<file path="config.mk">
export PLATFORM = sky130hd
export DESIGN_NAME = card_hand_bank
export DESIGN_NICKNAME = d
export VERILOG_FILES = /design/src/rtl/card_hand_bank.sv
export SDC_FILE = /design/constraint.sdc
export NUM_CORES = 1
export LEC_CHECK = 0
export BUFFER_PORTS_ARGS = -buffer_cell sky130_fd_sc_hd__buf_2
export CAP_MARGIN = 20
export CORE_MARGIN = 2
export CORE_UTILIZATION = 50
export CTS_CLUSTER_DIAMETER = 80
export DETAILED_ROUTE_END_ITERATION = 16
export MAX_ROUTING_LAYER = met4
export PLACE_DENSITY = 0.85
export RECOVER_POWER = 100
export SLEW_MARGIN = 20
export SYNTH_ARGS = -nofsm -noshare
export SYNTH_HDL_FRONTEND = slang
export SYNTH_SLANG_ARGS = --single-unit
</file>
<file path="constraint.sdc">
create_clock -name slow_clock -period 3.25 [get_ports slow_clock]
set_clock_uncertainty 0.2 [all_clocks]
set_input_delay 0.4875 -clock slow_clock [delete_from_list [all_inputs] [get_ports slow_clock]]
set_output_delay 0.4875 -clock slow_clock [all_outputs]
set_load 0.01 [all_outputs]
</file>
<file path="src/rtl/card_hand_bank.sv">
// card_hand_bank: bank of NUM_HANDS baccarat hands, each up to MAX_CARDS cards.
// One card is dealt per cycle through a valid/ready handshake. Each hand keeps
// registered slots, last card, score (sum of values mod 10), count and full flag.
// Per-hand clears take priority over a deal to the same hand.
module card_hand_bank #(
    parameter int NUM_HANDS    = 2,
    parameter int MAX_CARDS    = 3,
    parameter int USE_EXT_CARD = 0,
    localparam int HW = (NUM_HANDS > 1) ? $clog2(NUM_HANDS) : 1,
    localparam int CW = $clog2(MAX_CARDS + 1)
) (
    input  logic                            slow_clock,
    input  logic                            reset,
    input  logic                            deal_valid,
    input  logic [HW-1:0]                   deal_hand,
    input  logic [3:0]                      card_in,
    input  logic [NUM_HANDS-1:0]            clear_hand,
    output logic                            deal_ready,
    output logic                            deal_done,
    output logic [NUM_HANDS*MAX_CARDS*4-1:0] cards,
    output logic [NUM_HANDS*4-1:0]          last_card,
    output logic [NUM_HANDS*4-1:0]          score,
    output logic [NUM_HANDS*CW-1:0]         card_count,
    output logic [NUM_HANDS-1:0]            hand_full
);

    logic [3:0]           dealer_q;
    logic                 done_q;
    logic [3:0]           deal_code;
    logic [3:0]           card_value;
    logic                 card_ok;
    logic                 accept;
    logic [NUM_HANDS-1:0] hand_ok;

    // Card source: external port or the free-running internal dealer.
    assign deal_code  = (USE_EXT_CARD != 0) ? card_in : dealer_q;
    // A, 2..9 count at face value; 10 and court cards count zero.
    assign card_value = (deal_code <= 4'd9) ? deal_code : 4'd0;
    // External codes outside 1..13 are never accepted.
    assign card_ok    = (USE_EXT_CARD == 0) || ((card_in >= 4'd1) && (card_in <= 4'd13));
    // An out-of-range deal_hand matches no hand, so hand_ok stays all zero.
    assign deal_ready = (|hand_ok) && card_ok;
    assign accept     = deal_valid && deal_ready;
    assign deal_done  = done_q;

    // Dealer counter cycles 1..13 every clock; done pulses the cycle after an accept.
    always_ff @(posedge slow_clock or posedge reset) begin
        if (reset) begin
            dealer_q <= 4'd1;
            done_q   <= 1'b0;
        end else begin
            dealer_q <= (dealer_q == 4'd13) ? 4'd1 : dealer_q + 4'd1;
            done_q   <= accept;
        end
    end

    for (genvar gi = 0; gi < NUM_HANDS; gi++) begin : g_hand
        logic [3:0]    slot_q [MAX_CARDS];
        logic [3:0]    last_q;
        logic [3:0]    score_q;
        logic [CW-1:0] count_q;
        logic          full_q;
        logic          hit;
        logic          load;
        logic [4:0]    sum_d;
        logic [3:0]    score_d;
        logic [CW-1:0] count_d;

        assign hit         = (deal_hand == HW'(gi));
        assign hand_ok[gi] = hit && !full_q && !clear_hand[gi];
        assign load        = accept && hit;
        assign sum_d       = {1'b0, score_q} + {1'b0, card_value};
        assign score_d     = (sum_d >= 5'd10) ? 4'(sum_d - 5'd10) : sum_d[3:0];
        assign count_d     = count_q + CW'(1);

        // Hand state: clear beats deal; a deal fills the slot indexed by the count.
        always_ff @(posedge slow_clock or posedge reset) begin
            if (reset) begin
                for (int s = 0; s < MAX_CARDS; s++) slot_q[s] <= 4'd0;
                last_q  <= 4'd0;
                score_q <= 4'd0;
                count_q <= '0;
                full_q  <= 1'b0;
            end else if (clear_hand[gi]) begin
                for (int s = 0; s < MAX_CARDS; s++) slot_q[s] <= 4'd0;
                last_q  <= 4'd0;
                score_q <= 4'd0;
                count_q <= '0;
                full_q  <= 1'b0;
            end else if (load) begin
                for (int s = 0; s < MAX_CARDS; s++) begin
                    if (count_q == CW'(s)) slot_q[s] <= deal_code;
                end
                last_q  <= deal_code;
                score_q <= score_d;
                count_q <= count_d;
                full_q  <= (count_d == CW'(MAX_CARDS));
            end
        end

        for (genvar si = 0; si < MAX_CARDS; si++) begin : g_slot
            assign cards[(gi*MAX_CARDS+si)*4 +: 4] = slot_q[si];
        end
        assign last_card[gi*4 +: 4]   = last_q;
        assign score[gi*4 +: 4]       = score_q;
        assign card_count[gi*CW +: CW] = count_q;
        assign hand_full[gi]          = full_q;
    end

endmodule
</file>
Word level (Yosys, flattened, before mapping)
Index checks and enable logic that the tools add are counted.

storage, ports and cells
  register bits = 51
  word-level logic and storage cells = 92
  output and inout bits = 48

cells by class
  add/sub/neg operators = 7
  eq/ne operators = 7
  reductions and logical operators = 28
  multiplexer cells = 30
  magnitude comparators = 3
  bitwise gates (word level) = 1

operators by type and width
  kind                                                                    number
  4-bit two-way mux                                                       18
  12-bit two-way mux                                                      4
  2-bit nonzero test                                                      8
  2-bit AND reduction                                                     6
  4-bit by 4-bit adder with 5-bit output                                  2
  5-bit by 4-bit >= comparator with 1-bit output (second input constant)  2
  2-bit == test (second input constant)                                   4
  2-bit two-way mux                                                       4
  4-bit subtractor (second input constant)                                2
  1-bit logical AND                                                       7
  2-bit by 1-bit adder with 2-bit output (second input constant)          2
  4-bit by 1-bit adder with 4-bit output (second input constant)          1
  2-bit by 1-bit == test with 1-bit output (second input constant)        2
  4-bit == test (second input constant)                                   1
  4-bit less-or-equal comparator (second input constant)                  1
  1-bit zero test                                                         4
  2-bit zero test                                                         2
  1-bit two-way mux                                                       4
  2-bit OR reduction                                                      1
  1-bit inverter                                                          1

Logic depth before layout (Yosys ltp)
Gate-level depths: netlist of run 1.

  depth in word-level cells = 8
  mapped depth = 16

Worst setup path before layout of run 1
OpenSTA, ideal clock, no wires.

  path type = reg2reg
  start point = register dealer_q[1] (netlist: deal_code[1])
  end point = register g_hand[0].score_q[2]
  setup time = 74 ps
  setup slack = -157 ps
  required time = 2976 ps
  stages on the path, launching flop included = 15
  data arrival time = 3133 ps
  clock period less this slack = 3407 ps
  cells stage by stage = dfrtp_1 -> buf_6 -> clkbuf_1 -> o21ai_0 -> and2_1 -> ha_1 -> ha_1 -> or3_4 -> nand2_1 -> ha_1 -> nor2_1 -> a211o_1 -> a211oi_2 -> mux2_4 -> o21ai_2

on the way
  word-level cells in the longest chain between the ends = 7

ends and longest elaborated chain
  item                                                                                line  RTL
  start, declared                                                                     27    logic [3:0] dealer_q;
  start signal, assigned                                                              52    dealer_q <= (dealer_q == 4'd13) ? 4'd1 : dealer_q + 4'd1;
  4-bit less-or-equal comparator                                                      38    assign card_value = (deal_code <= 4'd9) ? deal_code : 4'd0;
  4-bit two-way mux (*)                                                               38
  4-bit by 4-bit adder with 5-bit output (*)                                          72    assign sum_d = {1'b0, score_q} + {1'b0, card_value};
  4-bit subtractor or 5-bit by 4-bit >= comparator with 1-bit output (tied branches)  73    assign score_d = (sum_d >= 5'd10) ? 4'(sum_d - 5'd10) : sum_d[3:0];
  4-bit two-way mux (*)                                                               73
  4-bit two-way mux (*)                                                               90    end else if (load) begin
  4-bit two-way mux (*)                                                               84    end else if (clear_hand[gi]) begin
  end signal, assigned                                                                95    score_q <= score_d;
  end, declared                                                                       60    logic [3:0] score_q;

Mark *: on every way between the ends. The rest lies on a longest branch, timed or not. The select of a mux whose other input is x is not followed.
A chain may end at the register's enable or synchronous reset.

Final worst setup path of run 1
  start point = register dealer_q[3] (netlist: deal_code[3])
  end point = register g_hand[0].score_q[2]

Same word-level chain as after synthesis.

==> summary.md, run 1 <==
| Metric | Value |
|---|---|
| Status | `finished, violations left` |
| Failing checks | `capacitance limit, slew limit` |
| Ports | `58` |
| Met1 Wirelength | `between 2000 and 3000 um` |
| Mapped cell area | `2890 um^2` |
| Setup CP Type | `reg2reg` |
| Clock Sink Count | `51` |
| Vias in the first global route | `roughly 2300` |
| ANT nets after route | `0` |
| Req. time, crit path | `3.29 ns` |
| DP Cell Count | `434` |
| Top cells by area, synth | `dfrtp_1 (43%), ha_1 (7.8%), nand2_1 (7.8%), nand3_1 (6.1%), a21oi_1 (5.4%)` |
| EDFF count, synth | `0` |
| Clock-pin transition on the worst setup and hold timing paths | `approximately 0.1 ns` |
| Synth cell types | `between 50 and 60` |
| Synth top cells by count | `nand2_1 (60), dfrtp_1 (50), nand3_1 (35)` |
| Hold depth | `2` |
| Congestion Overflow GR | `0` |
| Relative slew slack | `-46.8%` |
| Syn. warnings | `0` |
| Crit start category | `flop` |
| Cell count of the worst reg-to-reg path | `12` |
| Residual DRC count | `0` |
| Tot Pwr | `1410 uW` |
| Yosys top cell by area | `dfrtp_1` |
| Total Routing Usage GR | `21.2%` |
| Horiz. Die Dim | `80.0 um` |
| Worst Setup End Kind | `flop` |
| DRT Wirelength | `6400 um` |
| Met2 WL | `around 3100 um` |
| Area growth from synthesis to layout | `19.5%` |
| First-pass GRT wire length | `10400 um` |
| CP Max Fanout | `5` |
| Port bufs | `53` |
| Arr. time, crit path | `3.17 ns` |
| Pin count of the biggest net entering global routing | `52` |
| Tightest Pin Transition | `2.19 ns` |
| Mapped Cells | `about 310` |
| Root buffer cell | `clkbuf_8` |
| Leakage Power | `0.00167 uW` |
| Starting density of the core | `approximately 52%` |
| Met3 wire len | `348 um` |
| Final min period | `between 3 and 4 ns` |
| Proportion of layout cells with a drive suffix above 1 | `26.5%` |
| Clk_lat worst skew | `0.30 ns` |
| Core Footprint | `5540 um^2` |
| Hold/Removal Path Class | `in2reg` |
| Htree depth | `2` |
| Final setup viols | `0` |
| Fin util | `62.3%` |
| HPWL Detailed | `4590 um` |
| Register area share after synthesis | `between 40% and 50%` |
| Fmax | `320 MHz` |
| Nets | `401` |
| TritonCTS clock tree | `yes` |
| Finished Layout Cells | `446` |
| Net Count, Synth | `342` |
| Vias per inst | `5.60` |
| Leading cell type by number of instances after synthesis | `nand2_1` |
| Core Rows | `27` |
| Top Layer Used | `met4` |
| Initial antenna violation count | `0` |
| Die height | `about 80 um` |
| Drt pass-1 iters | `4` |
| Yosys reg bits | `51` |
| Power per Cell Area | `409 nW/um^2` |
| Max cap viols | `1` |
| Peak VDD IR | `~0.29 mV` |
| Wire per inst | `14.3 um` |
| Slew Limit Fails | `52` |
| Initial DRC count | `99` |
| Clk buf depth | `2` |
| Ys async rst share | `100%` |
| Final hold vios | `0` |
| Setup TNS | `0 ns` |
| Synth Area per Inst | `9.19 um^2` |
| TritonCTS Buffers | `5` |
| Vias | `2496` |
| Yosys top cell area share | `between 40% and 50%` |
| CTS Hold Bufs | `0` |
| Antenna Cells | `0` |
| Die Area | `between 6000 and 7000 um^2` |
| Final period util | `96.3%` |
| Primary FF master, synth | `dfrtp_1` |
| Routability cong. | `0.868` |
-- worst max-delay path, stage by stage, from the launching register on --
cell,delay (ns)
dfrtp_1,0.42
buf_4,0.16
nor2b_2,0.19
xor2_1,0.10
ha_1,0.24
or3_4,0.40
nand2_2,0.12
ha_4,0.16
nor2_1,0.04
a211o_1,0.32
a211oi_2,0.28
mux2_4,0.33
o21ai_2,0.10
-- path summary, 6_finish.rpt --
check	startpoint	endpoint	slack, ns
max	deal_code[3]	g_hand[0].score_q[2]	0.12
min in group asynchronous	reset	cards[10]	0.56
max in group asynchronous	reset	cards[21]	1.30
min	deal_valid	deal_done	0.25
min reg2reg	cards[14]	cards[14]	0.31
max reg2reg	deal_code[3]	g_hand[0].score_q[2]	0.12
-- sequential cells by signal (all words and copies together) (netlist names) --
register        count
cards              24
g_hand.last_q       8
g_hand.score_q      8
deal_code           4
g_hand.count_q      4
g_hand.full_q       2
deal_done           1
-- metrics by stage --
| step | worst slack [ns] | hold slack [ns] | area (um^2) |
|---|---|---|---|
| 6_report | 0.121 | 0.250 | 3450 |
| 5_1_grt | -0.0214 | 0.264 | 3450 |
| 4_1_cts | 0.0190 | 0.245 | 3420 |
| 3_5_place_dp | -0.0129 | 0.301 | 3270 |
| 3_3_place_gp | 0.0853 | 0.289 | 3270 |
| 2_1_floorplan | 0.000814 | 0.298 | 2890 |
-- layout make-up --
class / instances / area [um^2]
clock buffer: 6 / 72.6
clock inverter: 2 / 60.1
fill: 471 / 2090
inverter: 14 / 53.8
multi-input combinational: 231 / 1500
sequential: 51 / 1280
tap: 72 / 90.1
timing repair buffer: 70 / 393
-- placed cells by master (no fill, tap or decap), drive strengths merged, types with 3 or more instances in the layout --
master and instances:
o31ai 4, ha 18, inv 12, xor2 4
buf 70, dfrtp 50, clkbuf 6, nand2 60
mux2 3, nand3 35, a21oi 31, o21ai 20
xnor2 3, nand4b 4, nor2 7, a31oi 3
and2 3
-- report_power, final --
| part | switching, uW | internal (uW) | total [uW] |
|---|---|---|---|
| Sequential | 21.2 | 655 | 676 |
| Clock | 209 | 308 | 517 |
| Combinational | 129 | 90.1 | 219 |
| Total | 359 | 1050 | 1410 |
-- kinds of logic after synthesis --
kind of cell,synth area share (%)
AND/OR/NAND/NOR,21.8
adder cells (fa/ha/maj),7.80
buffers and inverters,4.72
multiplexers,1.78
AO/OA/AOI/OAI,17.3
XOR/XNOR,2.38
flip-flops,44.3
-- metal layers --
layer	vias up	global-route usage, %
li1	1219	-
met1	1206	27.2
met2	63	34.3
met3	8	4.75
met4	0	5.42
met5	-	-
-- repair_timing --
| action | 4_1_cts | 5_1_grt |
|---|---|---|
| buffers inserted | 1 | 3 |
| setup endpoints to repair | 2 | 6 |
| resized for setup | 1 | 5 |
| pin swaps | 0 | 4 |
(Power assumes the default switching activity.)
==> run 2: changes to the inputs <==
- CORE_UTILIZATION: 50 -> 29
- CTS_BUF_LIST: default -> sky130_fd_sc_hd__clkbuf_4 sky130_fd_sc_hd__clkbuf_8
- PLACE_DENSITY: 0.85 -> 0.57
==> summary.md, run 2 (synthesis gave the netlist of run 1 again) <==
| Metric | Value |
|---|---|
| CTS Hold Bufs | `0 (unchanged)` |
| Combinational Power Share | `17.0% (+1.5 points)` |
| Leakage Power | `0.00145 uW (-13%)` |
| Congestion Overflow GR | `0 (unchanged)` |
| Crit path cell chain | `o21ai_0 > and2_1 > ha_2 > ha_1 > or3_4 > nand2_2 > ha_4 > nor2_1 > a211o_1 > a211oi_2 > mux2_4 > o21ai_2` |
| Antenna Cells | `0 (unchanged)` |
| CP Max Fanout | `5 (unchanged)` |
| Ports | `58 (unchanged)` |
| Slew Limit Fails | `52 (unchanged)` |
| Htree depth | `2 (unchanged)` |
| Status | `finished, violations left` |
| Fmax | `320 MHz (+0.22%)` |
| Final period util | `96.1% (-0.21 points)` |
| Req. time, crit path | `3.29 ns (about the same)` |
| DRT Wirelength | `7120 um (+11%)` |
| Cell count of the worst reg-to-reg path | `12 (unchanged)` |
| Min-delay src | `deal_valid` |
| TritonCTS clock tree | `yes` |
| Core Footprint | `9730 um^2 (+76%)` |
| Worst setup slack after layout | `0.128 ns (+0.00684 ns)` |
| Max reg flops | `24 (unchanged)` |
| Root buffer cell | `clkbuf_8` |
| Setup CP Type | `reg2reg` |
| Flop-to-flop setup slack | `0.13 ns (about the same)` |
| Tightest Pin Transition | `2.28 ns (+0.0890 ns)` |
| Sw power | `362 uW (+0.63%)` |
| Die Area | `10800 um^2 (+68%)` |
| Peak VDD IR | `0.246 mV (-14%)` |
| Nets | `397 (-1.0%)` |
| Drt pass-1 iters | `4 (unchanged)` |
| Core Rows | `36 (+33%)` |
| Clk buf depth | `2 (unchanged)` |
| Routability cong. | `0.888 (+2.2%)` |
| TritonCTS Buffers | `5 (unchanged)` |
| Final setup viols | `0 (unchanged)` |
| Setup crit end | `g_hand[0].score_q[2]` |
| DP Cell Count | `493 (+14%)` |
| Wire per inst | `14.2 um (-1.4%)` |
| Int Pwr | `921 uW (-13%)` |
| Relative slew slack | `-52.8% (-6.0 points)` |
| Horiz. Die Dim | `104 um (+30%)` |
| Worst flop-to-flop path startpoint | `deal_code[3]` |
| Crit-path max cell delay | `0.40 ns (-0.02 ns)` |
| Vias per inst | `4.92 (-12%)` |
| Most frequent cells in the layout | `nand2_1 (59), dfrtp_1 (50), clkbuf_1 (45)` |
| Finished Layout Cells | `503 (+13%)` |
| Critical path origin | `deal_code[3]` |
| Pin count of the biggest net entering global routing | `52 (unchanged)` |
| Proportion of layout cells with a drive suffix above 1 | `14.1% (-12 points)` |
| Final hold vios | `0 (unchanged)` |
| First-pass GRT wire length | `12300 um (+18%)` |
| Fin util | `35.1% (-27 points)` |
| Clock share of power | `30.1% (-6.5 points)` |
| RSZ-0062 raised after global routing | `true` |
| Placement Setup Slack | `0.0262 ns (+0.0392 ns)` |
| ANT nets after route | `0 (unchanged)` |
| Switching part of the total | `28.2% (+2.8 points)` |
| Worst Setup End Kind | `flop` |
| Worst Path Buf+Inv | `0 (-1)` |
| Port bufs | `53 (unchanged)` |
| Vias in the first global route | `2523 (+7.6%)` |
| Clk_lat worst skew | `0.30 ns (about the same)` |
| Crit start category | `flop` |
| Sequential group share of total power | `53.0% (+5.1 points)` |
| CP max-delay cell | `or3_4` |
| Critical Path Stages | `12 (unchanged)` |
| Initial antenna violation count | `0 (unchanged)` |
| Final min period | `3.12 ns (-0.00684 ns)` |
| HPWL Detailed | `5160 um (+12%)` |
| Starting density of the core | `29.7% (-22 points)` |
| R2r endpoint | `g_hand[0].score_q[2]` |
| Critical path's top delay family | `compound AO/OA/AOI/OAI gates` |
| Die height | `104 um (+30%)` |
| Total Routing Usage GR | `14.1% (-7.1 points)` |
| Vias | `2476 (-0.80%)` |
| Residual DRC count | `0 (unchanged)` |
| Area growth from synthesis to layout | `18.4%` |
| Hold/Removal Path Class | `in2reg` |
| Power per Cell Area | `375 nW/um^2 (-8.3%)` |
| Fill count | `1091 (+130%)` |
| Arr. time, crit path | `3.16 ns (about the same)` |
| Initial DRC count | `174 (+76%)` |
| Clock Sink Count | `51 (unchanged)` |
| Clock-pin transition on the worst setup and hold timing paths | `0.09 ns (about the same)` |
| Max cap viols | `1 (unchanged)` |
| Failing checks | `capacitance limit, slew limit` |
| Most common cell after layout, fill and taps aside | `nand2_1` |
==> run 2: worst min-delay path by stage <==
stage | end | slack (ns) | depth (start not counted)
after floorplan | g_hand[1].full_q | 0.30 | 1
after global placement | cards[14] | 0.30 | 2
after detailed placement | cards[0] | 0.30 | 2
after CTS | deal_done | 0.26 | 2
after global routing | deal_done | 0.26 | 2
final | deal_done | 0.26 | 2
==> run 2: cell type report <==
cell class	instances	area [um^2]	area share, %
Timing Repair Buffer	66	302	8.82
Inverter	14	53.8	1.57
Clock buffer	7	90.1	2.64
Tap cell	133	166	4.87
Multi-Input combinational cell	231	1520	44.6
Sequential cell	51	1280	37.4
Clock inverter	1	5.00	0.146
==> run 2: layer usage <==
layer / GRT usage [%] / up-vias / wire, um
met5: - / - / 0
met4: 4.25 / 0 / 104
met3: 2.08 / 9 / 229
met2: 23.7 / 46 / 3490
met1: 17.6 / 1207 / 3290
li1: - / 1214 / -
==> run 2: power by group through the flow <==
| stage | Combinational, uW | Clock (uW) | Sequential, uW |
|---|---|---|---|
| final | 218 | 386 | 679 |
| after global routing | 248 | 423 | 683 |
| after CTS | 216 | 399 | 678 |
| after detailed placement | 216 | 0 | 691 |
| after global placement | 213 | 0 | 691 |
| after floorplan | 143 | 0 | 695 |
==> run 2: stage by stage <==
stage          hold slack (ns)  power (uW)  area, um^2  TNS (ns)
2_1_floorplan            0.298         838        2890         0
3_3_place_gp             0.297         903        3330         0
3_5_place_dp             0.297         907        3330         0
4_1_cts                  0.258        1290        3420         0
5_1_grt                  0.264        1350        3420    -0.115
6_report                 0.265        1280        3420         0
==> run 2: repair_timing <==
action | CTS | global route
buffers inserted | 0 | 2
resized for setup | 0 | 8
hold endpoints to repair | 0 | 0
setup endpoints to repair | 0 | 6
